--- src/rtl/fpu_int_pkg.sv ---
// rtl/fpu_int_pkg.sv - shared FP80 constants, operand size codes and packing helper for the integer load path
package fpu_int_pkg;

  localparam logic [14:0] FP80_BIAS       = 15'd16383;
  localparam logic [79:0] FP80_INDEFINITE = 80'hFFFF_C000_0000_0000_0000;

  typedef enum logic [1:0] {
    SZ_W16 = 2'b00,
    SZ_W32 = 2'b01,
    SZ_W64 = 2'b10,
    SZ_BAD = 2'b11
  } int_size_e;

  function automatic logic [79:0] fp80_pack(input logic        sign,
                                            input logic [14:0] exp,
                                            input logic [63:0] mant);
    return {sign, exp, mant};
  endfunction

endpackage

--- src/rtl/fpu_lzc64.sv ---
// rtl/fpu_lzc64.sv - combinational 64-bit leading-zero counter built as a binary merge tree
module fpu_lzc64 (
  input  logic [63:0] a,
  output logic [5:0]  cnt,
  output logic        zero
);

  // Each level merges pairs of nodes: if the upper half is all zero the count
  // is the half-width plus the lower count, otherwise the upper count.
  logic [31:0] z1;
  logic [31:0] c1;
  logic [15:0] z2;
  logic [31:0] c2;
  logic [7:0]  z3;
  logic [23:0] c3;
  logic [3:0]  z4;
  logic [15:0] c4;
  logic [1:0]  z5;
  logic [9:0]  c5;

  for (genvar i = 0; i < 32; i++) begin : g_l1
    assign z1[i] = ~a[2*i+1] & ~a[2*i];
    assign c1[i] = ~a[2*i+1];
  end

  for (genvar i = 0; i < 16; i++) begin : g_l2
    assign z2[i]       = z1[2*i+1] & z1[2*i];
    assign c2[2*i +: 2] = z1[2*i+1] ? {1'b1, c1[2*i]} : {1'b0, c1[2*i+1]};
  end

  for (genvar i = 0; i < 8; i++) begin : g_l3
    assign z3[i]       = z2[2*i+1] & z2[2*i];
    assign c3[3*i +: 3] = z2[2*i+1] ? {1'b1, c2[2*(2*i) +: 2]} : {1'b0, c2[2*(2*i+1) +: 2]};
  end

  for (genvar i = 0; i < 4; i++) begin : g_l4
    assign z4[i]       = z3[2*i+1] & z3[2*i];
    assign c4[4*i +: 4] = z3[2*i+1] ? {1'b1, c3[3*(2*i) +: 3]} : {1'b0, c3[3*(2*i+1) +: 3]};
  end

  for (genvar i = 0; i < 2; i++) begin : g_l5
    assign z5[i]       = z4[2*i+1] & z4[2*i];
    assign c5[5*i +: 5] = z4[2*i+1] ? {1'b1, c4[4*(2*i) +: 4]} : {1'b0, c4[4*(2*i+1) +: 4]};
  end

  assign zero = z5[1] & z5[0];
  assign cnt  = z5[1] ? {1'b1, c5[4:0]} : {1'b0, c5[9:5]};

endmodule

--- src/rtl/fpu_int_to_fp80_pipe.sv ---
// rtl/fpu_int_to_fp80_pipe.sv - three-stage signed integer to FP80 converter for FILD word/dword/qword
module fpu_int_to_fp80_pipe
  import fpu_int_pkg::*;
#(
  parameter int MAX_WIDTH = 64,
  parameter int TAG_W     = 4
) (
  input  logic                 clk,
  input  logic                 reset,
  input  logic                 in_valid,
  output logic                 in_ready,
  input  logic [MAX_WIDTH-1:0] int_in,
  input  logic [1:0]           size_in,
  input  logic [TAG_W-1:0]     tag_in,
  output logic                 out_valid,
  input  logic                 out_ready,
  output logic [79:0]          fp_out,
  output logic                 invalid_out,
  output logic [TAG_W-1:0]     tag_out
);

  // The whole pipe moves in lockstep; only a held output result stalls it.
  logic adv;
  assign adv      = !out_valid || out_ready;
  assign in_ready = adv;

  logic [63:0] in64;
  logic [63:0] ext;
  logic        bad;
  logic        sign_s;
  logic [63:0] mag_s;

  always_comb begin
    in64 = 64'(int_in);
    ext  = '0;
    bad  = 1'b0;
    case (int_size_e'(size_in))
      SZ_W16:  ext = {{48{in64[15]}}, in64[15:0]};
      SZ_W32:  ext = {{32{in64[31]}}, in64[31:0]};
      SZ_W64: begin
        if (MAX_WIDTH >= 64) ext = in64;
        else                 bad = 1'b1;
      end
      default: bad = 1'b1;
    endcase
    sign_s = bad ? 1'b0 : ext[63];
    mag_s  = bad ? 64'd0 : (ext[63] ? (~ext + 64'd1) : ext);
  end

  logic             v1, sign1, inv1;
  logic [63:0]      mag1;
  logic [TAG_W-1:0] tag1;

  always_ff @(posedge clk) begin
    if (reset) begin
      v1 <= 1'b0;
    end else if (adv) begin
      v1 <= in_valid;
      if (in_valid) begin
        sign1 <= sign_s;
        mag1  <= mag_s;
        inv1  <= bad;
        tag1  <= tag_in;
      end
    end
  end

  logic [5:0] lz_s;
  logic       zero_s;

  fpu_lzc64 u_lzc (
    .a    (mag1),
    .cnt  (lz_s),
    .zero (zero_s)
  );

  logic             v2, sign2, inv2, zero2;
  logic [63:0]      mag2;
  logic [5:0]       lz2;
  logic [TAG_W-1:0] tag2;

  always_ff @(posedge clk) begin
    if (reset) begin
      v2 <= 1'b0;
    end else if (adv) begin
      v2 <= v1;
      if (v1) begin
        sign2 <= sign1;
        mag2  <= mag1;
        lz2   <= lz_s;
        zero2 <= zero_s;
        inv2  <= inv1;
        tag2  <= tag1;
      end
    end
  end

  logic [63:0] mant_s;
  logic [14:0] exp_s;
  logic [79:0] res_s;

  always_comb begin
    mant_s = mag2 << lz2;
    exp_s  = FP80_BIAS + 15'd63 - {9'd0, lz2};
    if (inv2)       res_s = FP80_INDEFINITE;
    else if (zero2) res_s = '0;
    else            res_s = fp80_pack(sign2, exp_s, mant_s);
  end

  always_ff @(posedge clk) begin
    if (reset) begin
      out_valid   <= 1'b0;
      fp_out      <= '0;
      invalid_out <= 1'b0;
      tag_out     <= '0;
    end else if (adv) begin
      out_valid <= v2;
      if (v2) begin
        fp_out      <= res_s;
        invalid_out <= inv2;
        tag_out     <= tag2;
      end
    end
  end

endmodule

--- config.mk ---
export PLATFORM = sky130hd
export DESIGN_NAME = fpu_int_to_fp80_pipe
export DESIGN_NICKNAME = d
export VERILOG_FILES = /design/src/rtl/fpu_int_pkg.sv /design/src/rtl/fpu_lzc64.sv /design/src/rtl/fpu_int_to_fp80_pipe.sv
export SDC_FILE = /design/constraint.sdc
export NUM_CORES = 1
export LEC_CHECK = 0
export BUFFER_PORTS_ARGS = -buffer_cell sky130_fd_sc_hd__buf_2
export CORE_MARGIN = 2
export CORE_UTILIZATION = 33
export DETAILED_ROUTE_END_ITERATION = 10
export SYNTH_ARGS = -nofsm -noshare
export SYNTH_HDL_FRONTEND = slang
export SYNTH_SLANG_ARGS = --single-unit
--- constraint.sdc ---
create_clock -name clk -period 10.4 [get_ports clk]
set_input_delay 0 -clock clk [delete_from_list [all_inputs] [get_ports clk]]
set_output_delay 0 -clock clk [all_outputs]
set_load 0.01 [all_outputs]
==> results.json, run 1 <==
{
  "hold_viol": 0,
  "final_common_cell": "nand2_1",
  "path_class": "reg2reg",
  "synth_top_flop_cell": "edfxtp_1",
  "placed_area_um2": 15550,
  "clock_latency_ps": 530,
  "syn_to_final_growth_pct": 18.73,
  "final_util_pct": 39.58,
  "whs_endpoint": "mag1[36]$_SDFFCE_PP0P_",
  "initial_core_util_pct": 33.34,
  "synth_cell_type_count": 82,
  "grt_pass1_vias": 11560,
  "syn_inst": 1463,
  "fin_setup_tns_ps": 0,
  "synth_warnings": 0,
  "hpwl_um": 33150,
  "min_from": "int_in[36]",
  "tightestPinTransition_ps": 1109,
  "fp.coreArea_um2": 42980,
  "drt_iter0_drc": 1245,
  "fin_crit_ps": 3402,
  "cp_max_fo": 27,
  "htreeDepth": 1,
  "antenna_found_initial": 0,
  "ctsLongestPathBuffers": 3,
  "cp_num_buf_inv": 0,
  "cts_tree": "done",
  "leakage_nw": 6.303,
  "rr_endpoint": "fp_out[60]$_SDFFE_PP0P_",
  "cp.required_ps": 10840,
  "period_share_pct": 32.71,
  "hold_path.class": "in2reg",
  "rsz0062_at_grt": "false",
  "ir_drop_mv": 0.1115,
  "regToRegSetupSlack_ps": 7000,
  "yosysTopAreaCell": "edfxtp_1",
  "cts.sink_count": 232,
  "maxCapViolations": 0,
  "finalPower_mw": 2.337,
  "fin_area_um2": 17010,
  "first_pass_iters": 5,
  "seq_area_frac_synth_pct": 42.68,
  "synth_edf_count": 147,
  "numPortBuffers": 160,
  "synth_top_area_share_pct": 30.81,
  "ant_nets": 0,
  "root_buffer": "clkbuf_16",
  "cts-buffers-inserted": 26,
  "die_w_um": 212.4,
  "slowest_stage": "nand2_1",
  "drv_slew": 0,
  "yosys-top-cells-area": "edfxtp_1 (31%), dfxtp_1 (12%), mux4_2 (9.1%)",
  "grt-ovfl-total": 0,
  "io_pins": 161,
  "path_cells": "nor2_1 > nand3_1 > nor3_1 > nand2_1 > or2_2 > o2111ai_1",
  "path_delay_family": "simple AND/OR/NAND/NOR gates",
  "synth_nets": 1540,
  "reg2reg_depth": 6,
  "wl_um": 45050,
  "ys_async_sr_fraction_pct": 0,
  "drc": 0,
  "wire_per_inst_um": 20.21,
  "dieArea_um2": 45100,
  "status": "completed",
  "n_antenna_cell": 0,
  "setup_viol": 0,
  "grt_max_degree": 78,
  "max_stage_delay_ps": 840,
  "arrival_ps": 3850,
  "syn_area_per_cell_um2": 9.794,
  "end_kind": "flop",
  "path_clk_slew_ps": 70,
  "synth-seq-cells": 232,
  "postCtsSetupBuffers": 0,
  "chipHeight_um": 212.4,
  "grt_pass1_wl_um": 69710,
  "fmax_mhz": 294.0,
  "r2r_start": "inv2$_DFFE_PP_",
  "syn_area_um2": 14330,
  "avgViaCountPerCell": 5.616,
  "n_fill_cell": 4350,
  "worstSetupStartpointType": "flop",
  "placementRows": 76,
  "track_usage_pct": 19.63,
  "gp_congestion": 0.9099,
  "whs_path_depth": 4,
  "num_vias": 12520,
  "nets": 1702,
  "power_density_nw_per_um2": 137.4,
  "final_cell_mix": "nand2_1 (167), buf_2 (160), nor2_1 (152)",
  "fin_skew_ps": 14.12,
  "drive_gt1_share_pct": 19.89,
  "max-slew-margin-rel_pct": 25.77
}
per-layer routing:
| layer | track usage, % | part of all wire (%) | wire, um |
|---|---|---|---|
| met5 | 0 | 0 | 0 |
| met4 | 3.497 | 1.4 | 651 |
| met3 | 2.275 | 6.2 | 2792 |
| met1 | 29.53 | 48 | 21580 |
| met2 | 30.57 | 44 | 20030 |
sequential cells by signal, summed over array words and instances, names as in the netlist, 4 cells and up:
register	count
fp_out	77
mag1	64
mag2	64
lz2	6
tag1	4
tag2	4
tag_out	4
final cells by class:
| type | count | area, um^2 | share of cell area (%) |
|---|---|---|---|
| repair buffers | 237 | 1529 | 8.987 |
| inverters | 30 | 112.6 | 0.6619 |
| clock inverters | 15 | 161.4 | 0.9487 |
| multi-input cells | 1098 | 7657 | 45.01 |
| well taps | 585 | 732.0 | 4.302 |
| clock buffers | 32 | 704.4 | 4.141 |
| flip-flops and latches | 232 | 6116 | 35.95 |
synthesized netlist by cell type, types with 13 or more instances:
master    number
a21oi_1       89
nor3_1        42
clkbuf_1      65
mux2i_1       60
o22a_1        14
nand2b_1      14
inv_1         26
a211oi_1      13
o21ai_0      101
nand3_1       23
a31oi_1       21
a22oi_1       40
nand2_1      167
o22ai_1       13
edfxtp_1     147
o211ai_1      14
mux2_2        24
nor2_1       153
nor4_1        24
nor2b_1       15
mux4_2        58
xnor2_1       26
buf_2         13
dfxtp_1       85
power breakdown:
part / switching (mW) / total [mW] / internal [mW]
clock network: 0.384 / 0.942 / 0.557
logic: 0.209 / 0.343 / 0.134
registers: 0.0309 / 1.05 / 1.02
worst max-delay path by stage:
stage,from,to,slack [ps],depth (start not counted)
2_1_floorplan,reset,inv2$_DFFE_PP_,3550,4
3_3_place_gp,size_in[1],mag1[56]$_SDFFCE_PP0P_,6900,13
3_5_place_dp,size_in[1],mag1[60]$_SDFFCE_PP0P_,6850,13
4_1_cts,lz2[0]$_DFFE_PP_,fp_out[46]$_SDFFE_PP0P_,7000,7
5_1_grt,size_in[1],mag1[50]$_SDFFCE_PP0P_,6740,14
6_report,inv2$_DFFE_PP_,fp_out[60]$_SDFFE_PP0P_,7000,6
logic make-up (layout without fill, tap and decap cells):
kind of cell,after synthesis,in the layout,share of synthesized area (%)
compound gates,404,404,18.66
xor+xnor,36,36,2.200
fa+ha+maj,3,3,0.2620
buf+inv,133,314,3.964
flops,232,232,42.68
mux,143,143,15.35
simple gates,512,512,16.88
worst reg2reg max path: stages, from the launching register on:
cell and delay [ps]:
edfxtp_1 540, nor2_1 270, nand3_1 210, nor3_1 790, nand2_1 840, or2_2 550, o2111ai_1 110
stage by stage:
stage                     instances  hold slack (ps)  worst slack [ps]
after floorplan                1463            98.87              3547
after global placement         2122            178.9              6897
after detailed placement       2122            179.3              6854
after CTS                      2229          0.05007              7004
final                          2229            24.27              6998
after global routing           2229            37.23              6738
repair_timing:
action	CTS	global route
hold buffers	60	0
resized for setup	0	0
endpoints found under the hold margin	59	0
Note: power is estimated with default switching activity, not from simulation.
==> run 2: changes to the inputs <==
==> constraint.sdc (replaced) <==
create_clock -name clk -period 3.1 [get_ports clk]
set_input_delay 0 -clock clk [delete_from_list [all_inputs] [get_ports clk]]
set_output_delay 0 -clock clk [all_outputs]
set_load 0.01 [all_outputs]
==> run 2 against run 1 <==
Net effect:
- wire length fell by 0.18%
- via count rose by 0.79%
- sequential cell count did not move
- final area rose by 2.6%
- combinational power rose to 3.5 times the previous value
- core utilization rose by 1.0 points
- power rose to 3.3 times the previous value
- sequential share of layout area fell by 0.92 points
==> results.json, run 2 (synthesis results as in run 1) <==
{
  "p_int_mw": 5.678,
  "max-slew-margin-rel_pct": 44.92,
  "first_pass_iters": 5,
  "drive_gt1_share_pct": 21.99,
  "drv_slew": 0,
  "cts_tree": "done",
  "avgViaCountPerCell": 5.541,
  "cts.sink_count": 232,
  "leakage_nw": 6.539,
  "largest-register": "fp_out",
  "cts-buffers-inserted": 26,
  "fin_crit_ps": 2953,
  "path_class": "in2reg",
  "clock_latency_ps": 560,
  "dp_slack_ps": 197.8,
  "arrival_ps": 3240,
  "hpwl_um": 34280,
  "nets": 1751,
  "ant_nets": 0,
  "ir_drop_mv": 0.3489,
  "num_vias": 12620,
  "switching_power_mw": 2.072,
  "cp.required_ps": 3380,
  "io_pins": 161,
  "final_cell_mix": "nand2_1 (167), buf_2 (160), nor2_1 (152)",
  "grt_max_degree": 49,
  "largest_reg_flops": 77,
  "tightestPinTransition_ps": 819.9,
  "track_usage_pct": 19.79,
  "fp.coreArea_um2": 42980,
  "placementRows": 76,
  "reg_top3": "fp_out: 77 flops, mag1: 64 flops, mag2: 64 flops",
  "chipHeight_um": 212.4,
  "fin_skew_ps": 27.94,
  "rsz0062_at_grt": "false",
  "status": "completed",
  "fin_setup_tns_ps": 0,
  "antenna_found_initial": 0,
  "n_antenna_cell": 0,
  "root_buffer": "clkbuf_16",
  "numPortBuffers": 160,
  "maxCapViolations": 0,
  "n_fill_cell": 4233,
  "p_seq_share_pct": 45.5,
  "final_common_cell": "nand2_1",
  "grt-ovfl-total": 0,
  "final_util_pct": 40.63,
  "grt_pass1_vias": 12020,
  "dieArea_um2": 45100,
  "comb_power_share_pct": 15.6,
  "fmax_mhz": 338.7,
  "ctsLongestPathBuffers": 3,
  "hold_viol": 0,
  "worst_slack_ps": 147.4,
  "p_sw_share_pct": 26.74,
  "power_density_nw_per_um2": 443.8,
  "post_cts_resized": 0,
  "htreeDepth": 1,
  "wire_per_inst_um": 19.75,
  "hold_path.class": "in2reg",
  "wl_um": 44970,
  "drt_iter0_drc": 1278,
  "syn_to_final_growth_pct": 21.86,
  "grt_pass1_wl_um": 70400,
  "end_kind": "flop",
  "drc": 0,
  "cp_max_fo": 9,
  "postCtsSetupBuffers": 0,
  "initial_core_util_pct": 33.34,
  "worstSetupStartpointType": "input pin",
  "period_share_pct": 95.24,
  "path_clk_slew_ps": 60,
  "die_w_um": 212.4,
  "setup_viol": 0,
  "clock_power_share_pct": 38.9,
  "gp_congestion": 0.9196
}
-- run 2: changes by cell type in the layout (fill, tap and decap cells not counted), sizes merged --
| cell | before | now |
|---|---|---|
| buf | 177 | 221 |
| clkinv | 9 | 5 |
| clkinvlp | 0 | 6 |
| bufinv | 3 | 2 |
| dlygate4sd3 | 60 | 65 |
| inv | 33 | 31 |
-- run 2: repair_timing --
item                                    4_1_cts  5_1_grt
endpoints found under the setup margin        0        1
hold buffers                                 65        0
hold endpoints to repair                     73        0
-- run 2: worst paths after layout --
kind,from,end,slack (ps),cells past startpoint
setup / recovery,int_in[6],mag1[43]$_SDFFCE_PP0P_,150,9
hold / removal,size_in[0],mag1[0]$_SDFFCE_PP0P_,30,3
setup reg to reg,mag1[30]$_SDFFCE_PP0P_,lz2[1]$_DFFE_PP_,450,6
hold reg to reg,tag1[0]$_DFFE_PP_,tag2[0]$_DFFE_PP_,420,0
-- run 2: per-stage QoR --
stage | hold WS (ps) | cell area, um^2 | power (mW) | std cells
6_report | 34.14 | 17460 | 7.750 | 2277
5_1_grt | 43.19 | 17460 | 8.065 | 2277
2_1_floorplan | 98.87 | 14350 | 4.298 | 1463
4_1_cts | 4.043 | 17460 | 7.811 | 2277
3_5_place_dp | 178.9 | 15980 | 4.725 | 2166
3_3_place_gp | 178.3 | 15980 | 4.717 | 2166
-- run 2: area by class of cell --
cell class              instances  area (um^2)  share of cell area [%]
multi-input cells            1098         7670                   43.92
well taps                     585        732.0                   4.192
repair buffers                286         1997                   11.44
clock inverters                14        140.1                  0.8025
inverters                      30        112.6                  0.6449
clock buffers                  32        694.4                   3.977
flip-flops and latches        232         6116                   35.02
-- run 2: power groups by stage --
stage | Combinational [mW] | Sequential, mW | Clock [mW]
detailed placement | 1.13 | 3.59 | 0
global route | 1.32 | 3.54 | 3.20
global placement | 1.13 | 3.59 | 0
floorplan | 0.742 | 3.56 | 0
CTS | 1.20 | 3.53 | 3.09
finish | 1.21 | 3.53 | 3.02
-- run 2: metal layers --
| metal | vias to the layer above | share of wire (%) | track usage, % |
|---|---|---|---|
| li1 | 6003 | - | - |
| met2 | 454 | 44 | 30.52 |
| met3 | 64 | 5.4 | 2.024 |
| met4 | 0 | 2.4 | 5.594 |
| met5 | - | 0 | 0 |
| met1 | 6096 | 48 | 29.37 |
-- run 2: worst max-delay path: stages --
cell and delay (ps):
dlygate4sd3_1 530, buf_2 140, nor4_2 510, a41oi_1 320, a2111oi_4 510, buf_4 240
nand4_2 150, a31o_2 280, dlygate4sd3_1 550
